**config.mk**
```make
export PLATFORM = sky130hd
export DESIGN_NAME = timer_alarm_scheduler
export DESIGN_NICKNAME = d
export VERILOG_FILES = /design/src/rtl/timer_alarm_scheduler.sv
export SDC_FILE = /design/constraint.sdc
export NUM_CORES = 1
export LEC_CHECK = 0
export BUFFER_PORTS_ARGS = -buffer_cell sky130_fd_sc_hd__buf_2
export CAP_MARGIN = 0
export CORE_MARGIN = 2
export CORE_UTILIZATION = 53
export DETAILED_ROUTE_END_ITERATION = 16
export PLACE_DENSITY = 0.85
export SYNTH_ARGS = -nofsm -noshare
export SYNTH_HDL_FRONTEND = slang
export SYNTH_SLANG_ARGS = --single-unit
export TNS_END_PERCENT = 100
```
**constraint.sdc**
```tcl
create_clock -name clk_200mhz -period 2.6 [get_ports clk_200mhz]
set_input_delay 0.13 -clock clk_200mhz [delete_from_list [all_inputs] [get_ports clk_200mhz]]
set_output_delay 0.13 -clock clk_200mhz [all_outputs]
set_load 0.1 [all_outputs]
```
**src/rtl/timer_alarm_scheduler.sv**
```systemverilog
// timer_alarm_scheduler: N_CH one-shot/periodic microsecond alarms served by one shared decrementer
// Ports: clk_200mhz/reset (sync, active-high); tick_us 1 us pulse; arm_valid/arm_ready/arm_delay/
// arm_periodic per-channel arm handshake; cancel disarms; armed/fire/status/overrun per-channel
// state, expiry pulse and sticky flags; status_clr clears status and overrun; tick_lost sticky.
module timer_alarm_scheduler #(
  parameter int N_CH = 4,
  parameter int DW = 24
) (
  input  logic               clk_200mhz,
  input  logic               reset,
  input  logic               tick_us,
  input  logic [N_CH-1:0]    arm_valid,
  output logic [N_CH-1:0]    arm_ready,
  input  logic [N_CH*DW-1:0] arm_delay,
  input  logic [N_CH-1:0]    arm_periodic,
  input  logic [N_CH-1:0]    cancel,
  output logic [N_CH-1:0]    armed,
  output logic [N_CH-1:0]    fire,
  output logic [N_CH-1:0]    status,
  input  logic [N_CH-1:0]    status_clr,
  output logic [N_CH-1:0]    overrun,
  output logic               tick_lost
);
  localparam int IW = N_CH > 1 ? $clog2(N_CH) : 1;
  typedef enum logic {IDLE, SWEEP} state_t;
  state_t state_q, state_d;
  logic [IW-1:0] idx_q, idx_d;
  logic tick_pending_q, tick_pending_d, tick_lost_q, tick_lost_d, last;
  logic [DW-1:0] count_q [N_CH];
  logic [DW-1:0] count_d [N_CH];
  logic [DW-1:0] period_q [N_CH];
  logic [DW-1:0] period_d [N_CH];
  logic [N_CH-1:0] armed_q, armed_d, periodic_q, periodic_d, skip_q, skip_d;
  logic [N_CH-1:0] fire_q, fire_d, status_q, status_d, overrun_q, overrun_d;
  assign last = idx_q == IW'(N_CH - 1);
  assign armed = armed_q;
  assign fire = fire_q;
  assign status = status_q;
  assign overrun = overrun_q;
  assign tick_lost = tick_lost_q;
  for (genvar g = 0; g < N_CH; g++) begin : g_rdy
    assign arm_ready[g] = ~(state_q == SWEEP && idx_q == IW'(g));
  end
  always_comb begin
    state_d = state_q;
    idx_d = idx_q;
    tick_pending_d = tick_pending_q;
    tick_lost_d = tick_lost_q | (tick_us & tick_pending_q);
    if (state_q == IDLE || last) begin
      state_d = (tick_us || tick_pending_q) ? SWEEP : IDLE;
      idx_d = '0;
      tick_pending_d = 1'b0;
    end else begin
      idx_d = idx_q + 1'b1;
      tick_pending_d = tick_pending_q | tick_us;
    end
  end
  // An arm accepted mid-sweep ahead of its slot sets skip, so the sweep that began
  // before the accept does not count toward the new delay.
  always_comb begin
    count_d = count_q;
    period_d = period_q;
    armed_d = armed_q;
    periodic_d = periodic_q;
    skip_d = skip_q;
    fire_d = '0;
    for (int i = 0; i < N_CH; i++) begin
      if (state_q == SWEEP && idx_q == IW'(i)) begin
        if (skip_q[i]) skip_d[i] = 1'b0;
        else if (armed_q[i]) begin
          if (count_q[i] <= DW'(1)) begin
            fire_d[i] = ~cancel[i];
            count_d[i] = period_q[i];
            armed_d[i] = periodic_q[i];
          end else count_d[i] = count_q[i] - 1'b1;
        end
      end
      if (arm_valid[i] && arm_ready[i]) begin
        count_d[i] = arm_delay[i*DW +: DW] == '0 ? DW'(1) : arm_delay[i*DW +: DW];
        period_d[i] = arm_delay[i*DW +: DW] == '0 ? DW'(1) : arm_delay[i*DW +: DW];
        armed_d[i] = 1'b1;
        periodic_d[i] = arm_periodic[i];
        skip_d[i] = state_q == SWEEP && idx_q < IW'(i);
      end
      if (cancel[i]) armed_d[i] = 1'b0;
    end
  end
  always_comb begin
    status_d = fire_q | (status_q & ~status_clr);
    overrun_d = ~status_clr & (overrun_q | (fire_q & status_q));
  end
  always_ff @(posedge clk_200mhz) begin
    if (reset) begin
      state_q <= IDLE;
      idx_q <= '0;
      tick_pending_q <= 1'b0;
      tick_lost_q <= 1'b0;
      count_q <= '{default: '0};
      period_q <= '{default: '0};
      armed_q <= '0;
      periodic_q <= '0;
      skip_q <= '0;
      fire_q <= '0;
      status_q <= '0;
      overrun_q <= '0;
    end else begin
      state_q <= state_d;
      idx_q <= idx_d;
      tick_pending_q <= tick_pending_d;
      tick_lost_q <= tick_lost_d;
      count_q <= count_d;
      period_q <= period_d;
      armed_q <= armed_d;
      periodic_q <= periodic_d;
      skip_q <= skip_d;
      fire_q <= fire_d;
      status_q <= status_d;
      overrun_q <= overrun_d;
    end
  end
endmodule

```
==> results.txt <==
* Number of nets with antenna violations after detailed routing: 0
* Max-cap viol count: 0
- Worst Tran Pin Value: 0.803 ns
- Synthesized area divided by synthesized cell count: 7.65 um^2
- Worst slack at placement: 0.0372 ns
- Top-level I/O count: 136
- The number of antenna violations at the first check in global routing was 0.
- Max rail drop VDD: 0.000522 V
- Clk pwr share: 0.399
- In this run the post-CTS setup repair buffer count came out at 0.
- In this run the clock root is driven by a clkbuf_16.
- Final worst-path cycle share: 0.975
* Total die area: 22400 um^2
- After detailed routing, the number of remaining DRC violations is 0.
- Count of unique library cells instantiated by Yosys: 70
- After detailed routing, the average wire length per cell comes to about 17 um.
- The most common cell in the synthesized netlist is nand2_1.
- Vias/cell: 6.05
- Most common library cells after synthesis: 259 x nand2_1, 220 x dfxtp_1, 160 x a21oi_1, 123 x nor2_1, 86 x clkbuf_1
* Power per cell area: 623 nW/um^2
- Of the cells placed in the final design, the portion with a size suffix greater than 1 is 0.166.
* Critical path endpoint category: register
- Setup slack of the critical path after layout: 0.0640 ns
- Of the post-synthesis cell area, the dominant cell type holds 0.392.
* Share of flip-flops with an asynchronous set or reset after synthesis: 0
* Number of failing setup endpoints in the final timing report: 0
- Timing would allow up to 394 MHz.
- The core region is 20900 um^2.
- Number of flops mapped to enable cells by yosys: 0
- After synthesis the netlist holds a flip-flop and latch count of 220.
- Tmin final: 2.54 ns
- Y dimension of the die: 150 um
- Number of buffers created by CTS: 25
- In the final design database the tool counted 1838 nets.
* Core Rows: between 50 and 60
- Cell leakage power: ~5.7 nW
- The initial utilization of the core area, before any placement, comes to 0.538.
* Worst-path clk slew: 0.06 ns
- Maximum number of pins on one net before global-route repair: 101
- At the end of routability-driven placement, the weighted congestion stood at 0.893.
- For this design, the sink count on the clock tree is 220.
- Library cell occupying the most area in the post-synthesis netlist: dfxtp_1
* Worst Skew: 0.0125 ns
- The share of total power dissipated in sequential elements is 0.421.
- Yosys warning total: 0
- Max Root-Sink Buffers: 3
* Class of the most critical setup path: reg2reg
- The internal power of the cells totals 0.00648 W.
- Of the synthesized area, sequential elements account for 0.392.
- Of the total power, combinational logic draws 0.180.
- Die Span X: 150 um
- Headroom to the max-slew limit came out at 0.465.
* DR iter-0 viols: 1115
- In the synthesized netlist the dominant register cell turns out to be dfxtp_1.
- Clock H-tree levels: 1
- The first global-routing pass estimated between 50000 and 60000 um of wire.
* Number of inserted diodes: 0
- For this design the total switching power over the nets is 0.00253 W.
- The max-slew violation total from the final report was 0.
- Vias in the first global route: between 10k and 15k
- Synth area leaders: dfxtp_1 39%, nand2_1 8.6%, a21oi_1 7.1%
- TritonCTS clock tree: done
- The later pin in the worst-skew pair is clocked with a latency of approximately 0.52 ns.
* Required time of the worst setup path: 3.02 ns
- The number of nets in the synthesized netlist is 1596.
- For this block, the via count after detailed routing is 12.1k.
- The layout has ~1.6k filler cells.
- DRT Wirelength: around 34000 um
- STA classifies the critical path startpoint as a register.
- Switching fraction of total power: 0.281
* IO buf count: 135
- Netlist area before placement: 11200 um^2
- For this run, the total global-route usage over all layers was measured as 0.287.
- The first TritonRoute pass finished after 5 iterations.
- Estimated wirelength of the detail-placed design: 21700 um
- After global routing the overflow that remains totals 0.
- Compared with the post-synthesis result, the final layout area differs by 28.6%.
- Maximum fanout along the worst path: 8
- Number of hold violations in the final report: 0
* Synth Instances: 1469
- Hold crit path type: in2reg
* Post-route total power: 0.00900 W
* Signal arrival time at the worst endpoint: roughly 3.0 ns
- Result of the run: completed
- Sum of negative setup slack: 0 ns
-- timing repair --
item / CTS / global route
setup endpoints to repair: 0 / 19
resized for setup: 0 / 9
hold buffers: 109 / 0
endpoints found under the hold margin: 184 / 0
-- worst max-delay path: stages, from the launching register on --
cell and delay [ns]:
dfxtp_1 0.35, or4_4 0.55, or2_4 0.29, or4_4 0.60
buf_4 0.20, nand3_1 0.08, o31ai_1 0.08, nor4_1 0.27
-- cells in the final DEF, fill, tap and decap left out, types with 25 or more instances in the layout --
cell type,netlist,routed
o22ai_1,26,26
buf_2,5,134
dlygate4sd3_1,0,109
o21ai_0,55,55
dfxtp_1,220,220
clkbuf_16,0,25
nand2_1,259,258
buf_4,0,67
nor4_1,59,57
xor2_1,27,27
a21oi_1,160,160
nand3_1,27,27
nor2_1,123,123
a211oi_1,39,39
nor3_1,60,59
o211ai_1,28,28
-- power groups by stage --
stage          combinational (W)  sequential (W)  clock, W
6_report                 0.00162         0.00379   0.00359
5_1_grt                  0.00178         0.00381   0.00379
4_1_cts                  0.00157         0.00378   0.00365
3_5_place_dp             0.00143         0.00385         0
3_3_place_gp             0.00139         0.00384         0
2_1_floorplan           0.000968         0.00383         0
-- registers in the layout, summed over array words and instances, names as in the netlist --
signal and flops:
count_q 96, period_q 96, armed 4, fire 4
overrun 4, periodic_q 4, status 4, skip_q 3
idx_q 2, state_q 1, tick_lost 1, tick_pending_q 1
-- cells by family (layout without fill, tap and decap cells) --
family	count (synthesis)	after routing	share of synthesized area
multiplexers	9	9	0.00835
flip-flops	220	220	0.392
XOR/XNOR	48	48	0.0374
AO/OA/AOI/OAI	424	424	0.241
AND/OR/NAND/NOR	635	636	0.267
adder cells (fa/ha/maj)	12	12	0.0134
buffers and inverters	121	380	0.0416
-- metrics by stage --
step | cell area [um^2] | hold WS [ns] | util | instances
4_1_cts | 14400 | 0.0835 | 0.690 | 2003
6_report | 14500 | 0.114 | 0.692 | 2004
3_3_place_gp | 12500 | 0.307 | 0.598 | 1849
5_1_grt | 14500 | 0.146 | 0.692 | 2004
3_5_place_dp | 12500 | 0.319 | 0.598 | 1849
2_1_floorplan | 11200 | 0.206 | - | 1469
-- layer usage --
| metal | GRT usage | wire (um) |
|---|---|---|
| met5 | 0 | 0 |
| met4 | 0.111 | 1240 |
| met3 | 0.0399 | 2290 |
| met1 | 0.374 | 14400 |
| met2 | 0.481 | 15700 |
-- area by class of cell --
type                    instances  area (um^2)  share of cell area
clock buffers                  36          707              0.0489
clock inverters                 9          126             0.00874
flip-flops and latches        220         4400               0.305
multi-input cells            1129         6420               0.444
well taps                     275          344              0.0238
inverters                      19         71.3             0.00493
repair buffers                316         2380               0.164
-- worst paths after layout --
kind | end | cells past startpoint | slack [ns] | from
max | count_q[32]$_SDFFE_PP0P_ | 7 | 0.06 | count_q[44]$_SDFFE_PP0P_
min | status[2]$_SDFF_PP0_ | 2 | 0.11 | reset
max reg2reg | count_q[32]$_SDFFE_PP0P_ | 7 | 0.06 | count_q[44]$_SDFFE_PP0P_
min reg2reg | period_q[80]$_SDFFE_PP0P_ | 2 | 0.45 | period_q[80]$_SDFFE_PP0P_
Power figures use the tool's default switching activity.
